`src/rtl/fifo.sv`:
```
// Single-clock byte FIFO with registered read data, full/empty flags and an
// occupancy count. Writes while full (without a read) and reads while empty
// are silently ignored. Storage is not cleared by reset; only pointers, count
// and the output register are.
module fifo #(
    parameter int DATA_WIDTH = 8,
    parameter int DEPTH      = 64
) (
    input  logic                  clk,
    input  logic                  reset,
    input  logic                  read,
    input  logic                  write,
    input  logic [DATA_WIDTH-1:0] buff_in,
    output logic [DATA_WIDTH-1:0] buff_out,
    output logic                  full,
    output logic                  empty,
    output logic [7:0]            fifo_count
);

    // Pointer width: DEPTH is a power of two, so pointers wrap naturally.
    localparam int         AW        = (DEPTH > 1) ? $clog2(DEPTH) : 1;
    localparam logic [7:0] DEPTH_CNT = 8'(DEPTH);

    logic [AW-1:0]         wptr_q, wptr_d;
    logic [AW-1:0]         rptr_q, rptr_d;
    logic [7:0]            count_q, count_d;
    logic [DATA_WIDTH-1:0] buff_out_q, buff_out_d;
    logic [DATA_WIDTH-1:0] mem_q [DEPTH];

    logic                  wr_ok;
    logic                  rd_ok;
    logic                  full_w;
    logic                  empty_w;

    // Flags are decoded from the registered count so they move with it.
    assign full_w  = (count_q == DEPTH_CNT);
    assign empty_w = (count_q == 8'd0);

    // Accept rules: a write into a full FIFO is allowed only when a read frees
    // a slot on the same edge; a read of an empty FIFO never falls through.
    always_comb begin
        wr_ok = write && (!full_w || read);
        rd_ok = read && !empty_w;
    end

    // Next-state for pointers, count and the read-data register.
    always_comb begin
        wptr_d     = wptr_q;
        rptr_d     = rptr_q;
        count_d    = count_q;
        buff_out_d = buff_out_q;

        if (wr_ok) begin
            wptr_d = wptr_q + AW'(1);
        end

        if (rd_ok) begin
            rptr_d     = rptr_q + AW'(1);
            buff_out_d = mem_q[rptr_q];
        end

        unique case ({wr_ok, rd_ok})
            2'b10:   count_d = count_q + 8'd1;
            2'b01:   count_d = count_q - 8'd1;
            default: count_d = count_q;
        endcase
    end

    // Control and output registers, cleared asynchronously by reset.
    always_ff @(posedge clk or negedge reset) begin
        if (!reset) begin
            wptr_q     <= '0;
            rptr_q     <= '0;
            count_q    <= 8'd0;
            buff_out_q <= '0;
        end else begin
            wptr_q     <= wptr_d;
            rptr_q     <= rptr_d;
            count_q    <= count_d;
            buff_out_q <= buff_out_d;
        end
    end

    // Storage array: written only on an accepted write, never reset.
    always_ff @(posedge clk) begin
        if (wr_ok) begin
            mem_q[wptr_q] <= buff_in;
        end
    end

    assign buff_out   = buff_out_q;
    assign full       = full_w;
    assign empty      = empty_w;
    assign fifo_count = count_q;

endmodule

```
`config.mk`:
```
export PLATFORM = sky130hd
export DESIGN_NAME = fifo
export DESIGN_NICKNAME = d
export VERILOG_FILES = /design/src/rtl/fifo.sv
export SDC_FILE = /design/constraint.sdc
export NUM_CORES = 1
export LEC_CHECK = 0
export ABC_AREA = 0
export CAP_MARGIN = 25
export CORE_MARGIN = 2
export CORE_UTILIZATION = 49
export DETAILED_ROUTE_END_ITERATION = 7
export PLACE_DENSITY = 0.76
export SYNTH_ARGS = -nofsm -noshare
export SYNTH_HDL_FRONTEND = slang
export SYNTH_SLANG_ARGS = --single-unit
```
`constraint.sdc`:
```
create_clock -name clk -period 3.7 [get_ports clk]
set_clock_uncertainty 0.15 [all_clocks]
set_input_delay 0.74 -clock clk [delete_from_list [all_inputs] [get_ports clk]]
set_output_delay 0.74 -clock clk [all_outputs]
set_load 0.02 [all_outputs]
```
==> results by group, run 1 <==
Status
  – Outcome: completed

Synthesis
  – Yosys Warn Count: 0
  – Mapped Area: between 20,000 and 25,000 um^2
  – Ranking of synthesized cells by area: edfxtp_1 (72%), mux4_2 (12%), dfrtp_1 (3.3%)
  – Sequential area share after synthesis: 0.758
  – Mapped Cells: roughly 1,000
  – Top_reg_cell synth: edfxtp_1
  – Post-synth ARST share: 0.0519
  – Post-Syn Nets: 1,054
  – Share of the synthesized area in the top cell type: 0.725
  – Avg Cell Area, Syn: between 20 and 25 um^2
  – Post-synth EDFFs: just over 500
  – Synth unique cells: 54
  – Number of synthesized register bits: 540
  – Synth area leader: edfxtp_1

Setup path
  – FF-to-FF End: buff_out[4]
  – Critical Path AT: around 3.5 ns
  – Critical Path Source: rptr_q[1]
  – Critical path class: register to register
  – Worst path required time: roughly 4.0 ns
  – Worst r2r src: rptr_q[1]
  – Crit-path max FO: 40
  – Reg2Reg Depth: 6
  – Critical path launch point type: register
  – CP max-delay cell: dfrtp_4
  – Setup crit end kind: register
  – CP peak stage delay: about 0.87 ns
  – Setup slack, reg-to-reg: 0.53 ns
  – Worst path cell trace: buf_12 > mux4_2 > a22o_1 > a221oi_1 > o22ai_1 > a221o_1
  – CP Capture Point: buff_out[4]

Place
  – DP Cell Count: 1,696
  – Port bufs: 29
  – Global placer's final weighted congestion: slightly below 0.9
  – Setup WS pre-CTS: around 0.33 ns
  – Final HPWL DP: 28,700 um

Routing
  – Routed WL: approximately 47,000 um
  – Post-route DRC: 0
  – Vias per cell: between 5 and 6
  – Routed len/inst: about 26 um
  – DRT antenna net count: 0
  – Vias: approximately 11,000
  – DRT Pass-1 Iters: 7
  – Violation count after the first detailed-route iteration: ~1,300

Layout
  – Fin cells: roughly 1,800
  – Fillcell total: just over 3,000
  – Area of the multi-input gates: between 4000 and 5000 um^2
  – Storage element area: around 16,000 um^2
  – Area Overhead vs Synth: 15.8%
  – Nets: ~1,200
  – N_diodes: 0
  – Share of cells above drive strength 1: 0.269

Timing
  – Slew headroom: 0.306
  – Post-layout min period: approximately 3.2 ns
  – Worst setup margin: around 0.53 ns
  – Sum Neg Setup Slack: 0 ns
  – RSZ-0062 raised after global routing: no
  – Least-Margin Pin Slew: about 1.0 ns
  – Final hold vios: 0
  – # setup viols final: 0
  – Maximum clock frequency: between 300 and 400 MHz
  – Final Max Slew Viols: 0
  – Final worst-path cycle share: 0.857

Power and ir drop
  – Internal power: 12.6 mW
  – Pwr dens: 731 nW/um^2
  – Sw Pwr: roughly 5.4 mW
  – Clock group share of total power: 0.302
  – Comb power frac: 0.280
  – Sw frac: 0.299
  – Flop pwr share: 0.418
  – Worst VDD drop: between 0.0004 and 0.0005 V
  – Leakage power: about 8 nW

CTS
  – Hold-fix buffers, CTS: 0
  – Post-CTS Setup Repair Bufs: 0
  – Clk buf depth: 3
  – Root Buffer: clkbuf_16
  – Clock buffer count from CTS: 51
  – CTS clock-pin slew for the worst setup and hold paths: 0.06 ns
  – CTS tree: built
  – Number of clock sinks: 540
  – Clk_lat worst skew: approximately 0.59 ns
  – Resize count post-CTS: 0
  – CTS H-tree lvls: 2

Floorplanning
  – IO Count: 30
  – Die Y: approximately 210 um
  – Die width: roughly 210 um
  – Row count: 76
  – Core ar.: roughly 43,000 um^2
  – Full die area: 45,000 um^2
  – Initial Utilization: 0.495

Global route
  – Total GRT Usage: 0.214
  – Largest net degree at the start of global routing: 65
  – Vias in the first global route: 10,930
  – Initial antenna violation count: 0
  – First-pass GRT wire length: about 70,000 um
  – Gr ovfl total: 0

Hold path
  – Hold Path Class: register to register

Job
  – Max cap viols: 0
[cells in the final DEF, fill, tap and decap left out, types with 10 or more instances in the layout]
master and count:
a221oi_1 10, a22o_1 16, buf_4 101, clkbuf_16 53, clkdlybuf4s50_1 21, clkinv_2 10, dfrtp_1 26, edfxtp_1 512
inv_1 10, mux2i_1 32, mux4_2 114, nand2_1 25, nor2_1 90, o21ai_0 17, o22ai_1 10
[through the flow]
step                instance area [um^2]  power (mW)  hold WS [ns]  utilization
finish                             24600        17.9         0.348        0.573
CTS                                24500        18.0         0.355        0.572
global route                       24600        18.6         0.367        0.573
detailed placement                 22700        12.6         0.344        0.530
floorplan                          21200        10.9         0.294            -
global placement                   22700        12.4         0.336        0.530
[power by group through the flow]
stage / sequential, mW / clock (mW) / combinational, mW
after detailed placement: 7.60 / 0 / 4.97
after global placement: 7.57 / 0 / 4.88
after global routing: 7.52 / 5.74 / 5.32
after floorplan: 7.41 / 0 / 3.48
after CTS: 7.48 / 5.49 / 5.03
final: 7.49 / 5.43 / 5.02
[how the worst min path moves through the flow]
stage	start	end	slack [ns]	cells past startpoint
finish	fifo_count[7]	fifo_count[7]	0.35	1
global route	fifo_count[7]	fifo_count[7]	0.37	1
CTS	fifo_count[7]	fifo_count[7]	0.36	1
detailed placement	fifo_count[7]	fifo_count[7]	0.34	1
global placement	fifo_count[7]	fifo_count[7]	0.34	1
floorplan	reset	buff_out[0]	0.29	0
[critical path, delay by kind of cell (launching register included)]
kind | cells | cell delay [ns]
flops | 1 | 0.87
buf+inv | 1 | 0.32
mux | 1 | 0.37
compound gates | 4 | 1.32
[metal layers]
layer | up-vias | track usage | wire length (um) | part of all wire
li1 | 4527 | - | - | -
met1 | 5575 | 0.292 | 18400 | 0.39
met2 | 494 | 0.355 | 23600 | 0.50
met3 | 88 | 0.0353 | 3450 | 0.074
met4 | 0 | 0.0748 | 1380 | 0.030
met5 | - | 0 | 0 | 0
[layout make-up]
type | count | area share
flip-flops and latches | 540 | 0.655
multi-input cells | 425 | 0.194
clock buffers | 63 | 0.0572
repair buffers | 137 | 0.0471
well taps | 585 | 0.0298
clock inverters | 33 | 0.0151
inverters | 11 | 0.00168
[logic make-up (layout without fill, tap and decap cells)]
logic type | count (synthesis) | in the layout | synth area share
multiplexers | 156 | 156 | 0.148
XOR/XNOR | 14 | 14 | 0.00578
adder cells (fa/ha/maj) | 10 | 10 | 0.00625
AND/OR/NAND/NOR | 150 | 150 | 0.0304
buffers and inverters | 67 | 244 | 0.0175
flip-flops | 540 | 540 | 0.758
AO/OA/AOI/OAI | 95 | 95 | 0.0344
[sequential cells by signal (all words and copies together) (netlist names)]
register	flops
buff_out	8
fifo_count	8
mem_q	512
wptr_q	6
rptr_q	6
[cell usage after synthesis (2+ instances only)]
cell and n:
buf_6 6, buf_4 3, or3_1 2, a221oi_2 3, o21ai_0 17, a21o_1 2, a221o_1 6, buf_2 12
o221ai_1 7, a21boi_0 2, a21oi_1 7, a221oi_1 10, xnor2_1 9, or2_2 2, mux4_1 9, nor3_1 5
buf_12 3, xor2_1 5, or3b_2 2, clkbuf_1 21, o31ai_1 3, mux2i_1 32, nand3b_1 3, buf_1 11
o22ai_1 10, nand2_1 25, nand3_1 7, nor2b_1 6, edfxtp_1 512, mux4_2 114, a2111oi_0 3, inv_1 10
a22o_1 16, dfrtp_1 28, nor2_1 91, ha_1 9, a22oi_1 2
(Power assumes the default switching activity.)
==> run 2: changes to the inputs <==
--- a/config.mk
+++ b/config.mk
@@ -9,6 +9,7 @@
 export CAP_MARGIN = 25
 export CORE_MARGIN = 2
 export CORE_UTILIZATION = 49
+export CTS_CLUSTER_DIAMETER = 60
 export DETAILED_ROUTE_END_ITERATION = 7
 export PLACE_DENSITY = 0.76
 export SYNTH_ARGS = -nofsm -noshare
==> results by group, run 2 (same netlist as run 1, synthesis figures left out) <==
Timing
  – Worst setup margin: 0.533 ns (+0.00341 ns)
  – Final Max Slew Viols: 0 (unchanged)
  – Sum Neg Setup Slack: 0 ns (unchanged)
  – # setup viols final: 0 (unchanged)
  – Post-layout min period: 3.17 ns (-0.00341 ns)
  – Maximum clock frequency: 316 MHz (+0.11%)
  – RSZ-0062 raised after global routing: no
  – Slew headroom: 0.334 (+0.0281)
  – Final hold vios: 0 (unchanged)
  – Final worst-path cycle share: 0.856 (-0.000922)
  – Least-Margin Pin Slew: 0.998 ns (-0.0420 ns)

Routing
  – Routed len/inst: 26.1 um (about the same)
  – DRT antenna net count: 0 (unchanged)
  – Routed WL: 46,800 um (+0.14%)
  – DRT Pass-1 Iters: 5 (-2)
  – Violation count after the first detailed-route iteration: 1,202 (-6.2%)
  – Vias: 10,717 (+0.31%)
  – Post-route DRC: 0 (unchanged)
  – Vias per cell: 5.97 (+0.20%)

Global route
  – First-pass GRT wire length: 70,200 um (+0.24%)
  – GR peak layer: met2
  – Vias in the first global route: 10,853 (-0.70%)
  – Initial antenna violation count: 0 (unchanged)
  – Total GRT Usage: 0.216 (+0.00187)
  – M2 GR Usage: 0.350 (-0.00531)
  – Largest net degree at the start of global routing: 65 (unchanged)
  – Met1 Use GR: 0.295 (+0.00316)
  – GRT met3 Usage: 0.0468 (+0.0115)
  – Gr ovfl total: 0 (unchanged)

Setup path
  – Critical path launch point type: register
  – Setup crit end kind: register
  – Crit-path max FO: 40 (unchanged)
  – Critical path class: register to register
  – Critical Path AT: 3.50 ns (+0.02 ns)
  – Worst path required time: 4.03 ns (+0.02 ns)
  – Setup slack, reg-to-reg: 0.53 ns (about the same)

Layout
  – Design area: 24,700 um^2 (+0.39%)
  – Biggest register: mem_q
  – Most frequent cells in the layout: edfxtp_1 (512), mux4_2 (114), buf_4 (101)
  – Utilization after layout: 0.575 (+0.00222)
  – Max reg flops: 512 (unchanged)
  – N_diodes: 0 (unchanged)
  – Share of cells above drive strength 1: 0.272 (+0.00286)
  – Nets: 1,189 (+0.084%)
  – Area Overhead vs Synth: 16.2%
  – Most common cell after layout, fill and taps aside: edfxtp_1

Power and ir drop
  – Leakage power: 8.14 nW (+0.57%)
  – Sw frac: 0.296 (-0.00251)
  – Clock group share of total power: 0.313 (+0.011)
  – Worst VDD drop: 0.000412 V (+2.9%)
  – Sw Pwr: 5.39 mW (+0.61%)
  – Internal power: 12.8 mW (+1.8%)
  – Pwr dens: 739 nW/um^2 (+1.1%)
  – Comb power frac: 0.276 (-0.004)
  – Flop pwr share: 0.411 (-0.007)

CTS
  – Resize count post-CTS: 0 (unchanged)
  – CTS H-tree lvls: 2 (unchanged)
  – CTS clock-pin slew for the worst setup and hold paths: 0.07 ns (about the same)
  – Hold-fix buffers, CTS: 0 (unchanged)
  – Number of clock sinks: 540 (unchanged)
  – Post-CTS Setup Repair Bufs: 0 (unchanged)
  – Root Buffer: clkbuf_16
  – Clk buf depth: 3 (unchanged)
  – Clock buffer count from CTS: 52 (+2.0%)
  – CTS tree: built
  – Clk_lat worst skew: 0.60 ns (about the same)

Floorplanning
  – Core ar.: 42,900 um^2 (unchanged)
  – Initial Utilization: 0.495 (unchanged)
  – Full die area: 45,000 um^2 (unchanged)
  – Die width: 212 um (unchanged)
  – Die Y: 212 um (unchanged)
  – Row count: 76 (unchanged)
  – IO Count: 30 (unchanged)

Place
  – Placed cell areas: 22,700 um^2 (unchanged)
  – Final HPWL DP: 28,700 um (unchanged)
  – Setup WS pre-CTS: 0.330 ns (unchanged)
  – Port bufs: 29 (unchanged)
  – Global placer's final weighted congestion: 0.866 (unchanged)

Job
  – Max cap viols: 0 (unchanged)

Status
  – Outcome: completed

Hold path
  – Hold Path Class: register to register
==> run 2: changes by cell type in the layout (fill, tap and decap cells not counted), sizes merged <==
cell	change
clkbuf	-1
bufinv	+3
==> run 2: path summary, 6_finish.rpt <==
check | start | endpoint | depth (start not counted)
min in group asynchronous | reset | fifo_count[4] | 2
worst max register to register | rptr_q[1] | buff_out[5] | 6
worst max-delay path | rptr_q[1] | buff_out[5] | 6
max in group asynchronous | reset | rptr_q[0] | 2
worst min-delay path | fifo_count[7] | fifo_count[7] | 1
worst min register to register | fifo_count[7] | fifo_count[7] | 1
==> run 2: metrics by stage <==
step / cells / hold slack (ns) / total power [mW]
after floorplan: 1032 / 0.294 / 10.9
after global placement: 1695 / 0.336 / 12.4
after detailed placement: 1696 / 0.344 / 12.6
after CTS: 1794 / 0.355 / 18.3
after global routing: 1796 / 0.367 / 18.9
final: 1796 / 0.351 / 18.2
==> run 2: critical path, cell delays in order, from the launching register on <==
cell      delay [ns]
dfrtp_4         0.86
buf_12          0.32
mux4_2          0.37
a22o_1          0.28
a221oi_1        0.51
o22ai_1         0.21
a221o_1         0.31
==> run 2: final cells by class <==
class	instances	area, um^2
Clock buffer	62	1410
Clock inverter	36	458
Fill cell	3015	18200
Inverter	11	41.3
Multi-Input combinational cell	425	4770
Sequential cell	540	16100
Tap cell	585	732
Timing Repair Buffer	137	1160
==> run 2: metal layers <==
layer	vias up	routed length, um
met1	5556	18300
li1	4529	-
met2	537	23200
met4	0	1370
met5	-	0
met3	95	3990
==> run 2: power by group through the flow <==
stage / combinational [mW] / sequential (mW) / clock [mW]
final: 5.02 / 7.49 / 5.70
after global routing: 5.33 / 7.53 / 6.01
after CTS: 5.03 / 7.49 / 5.78
after detailed placement: 4.97 / 7.60 / 0
after global placement: 4.88 / 7.57 / 0
after floorplan: 3.48 / 7.41 / 0
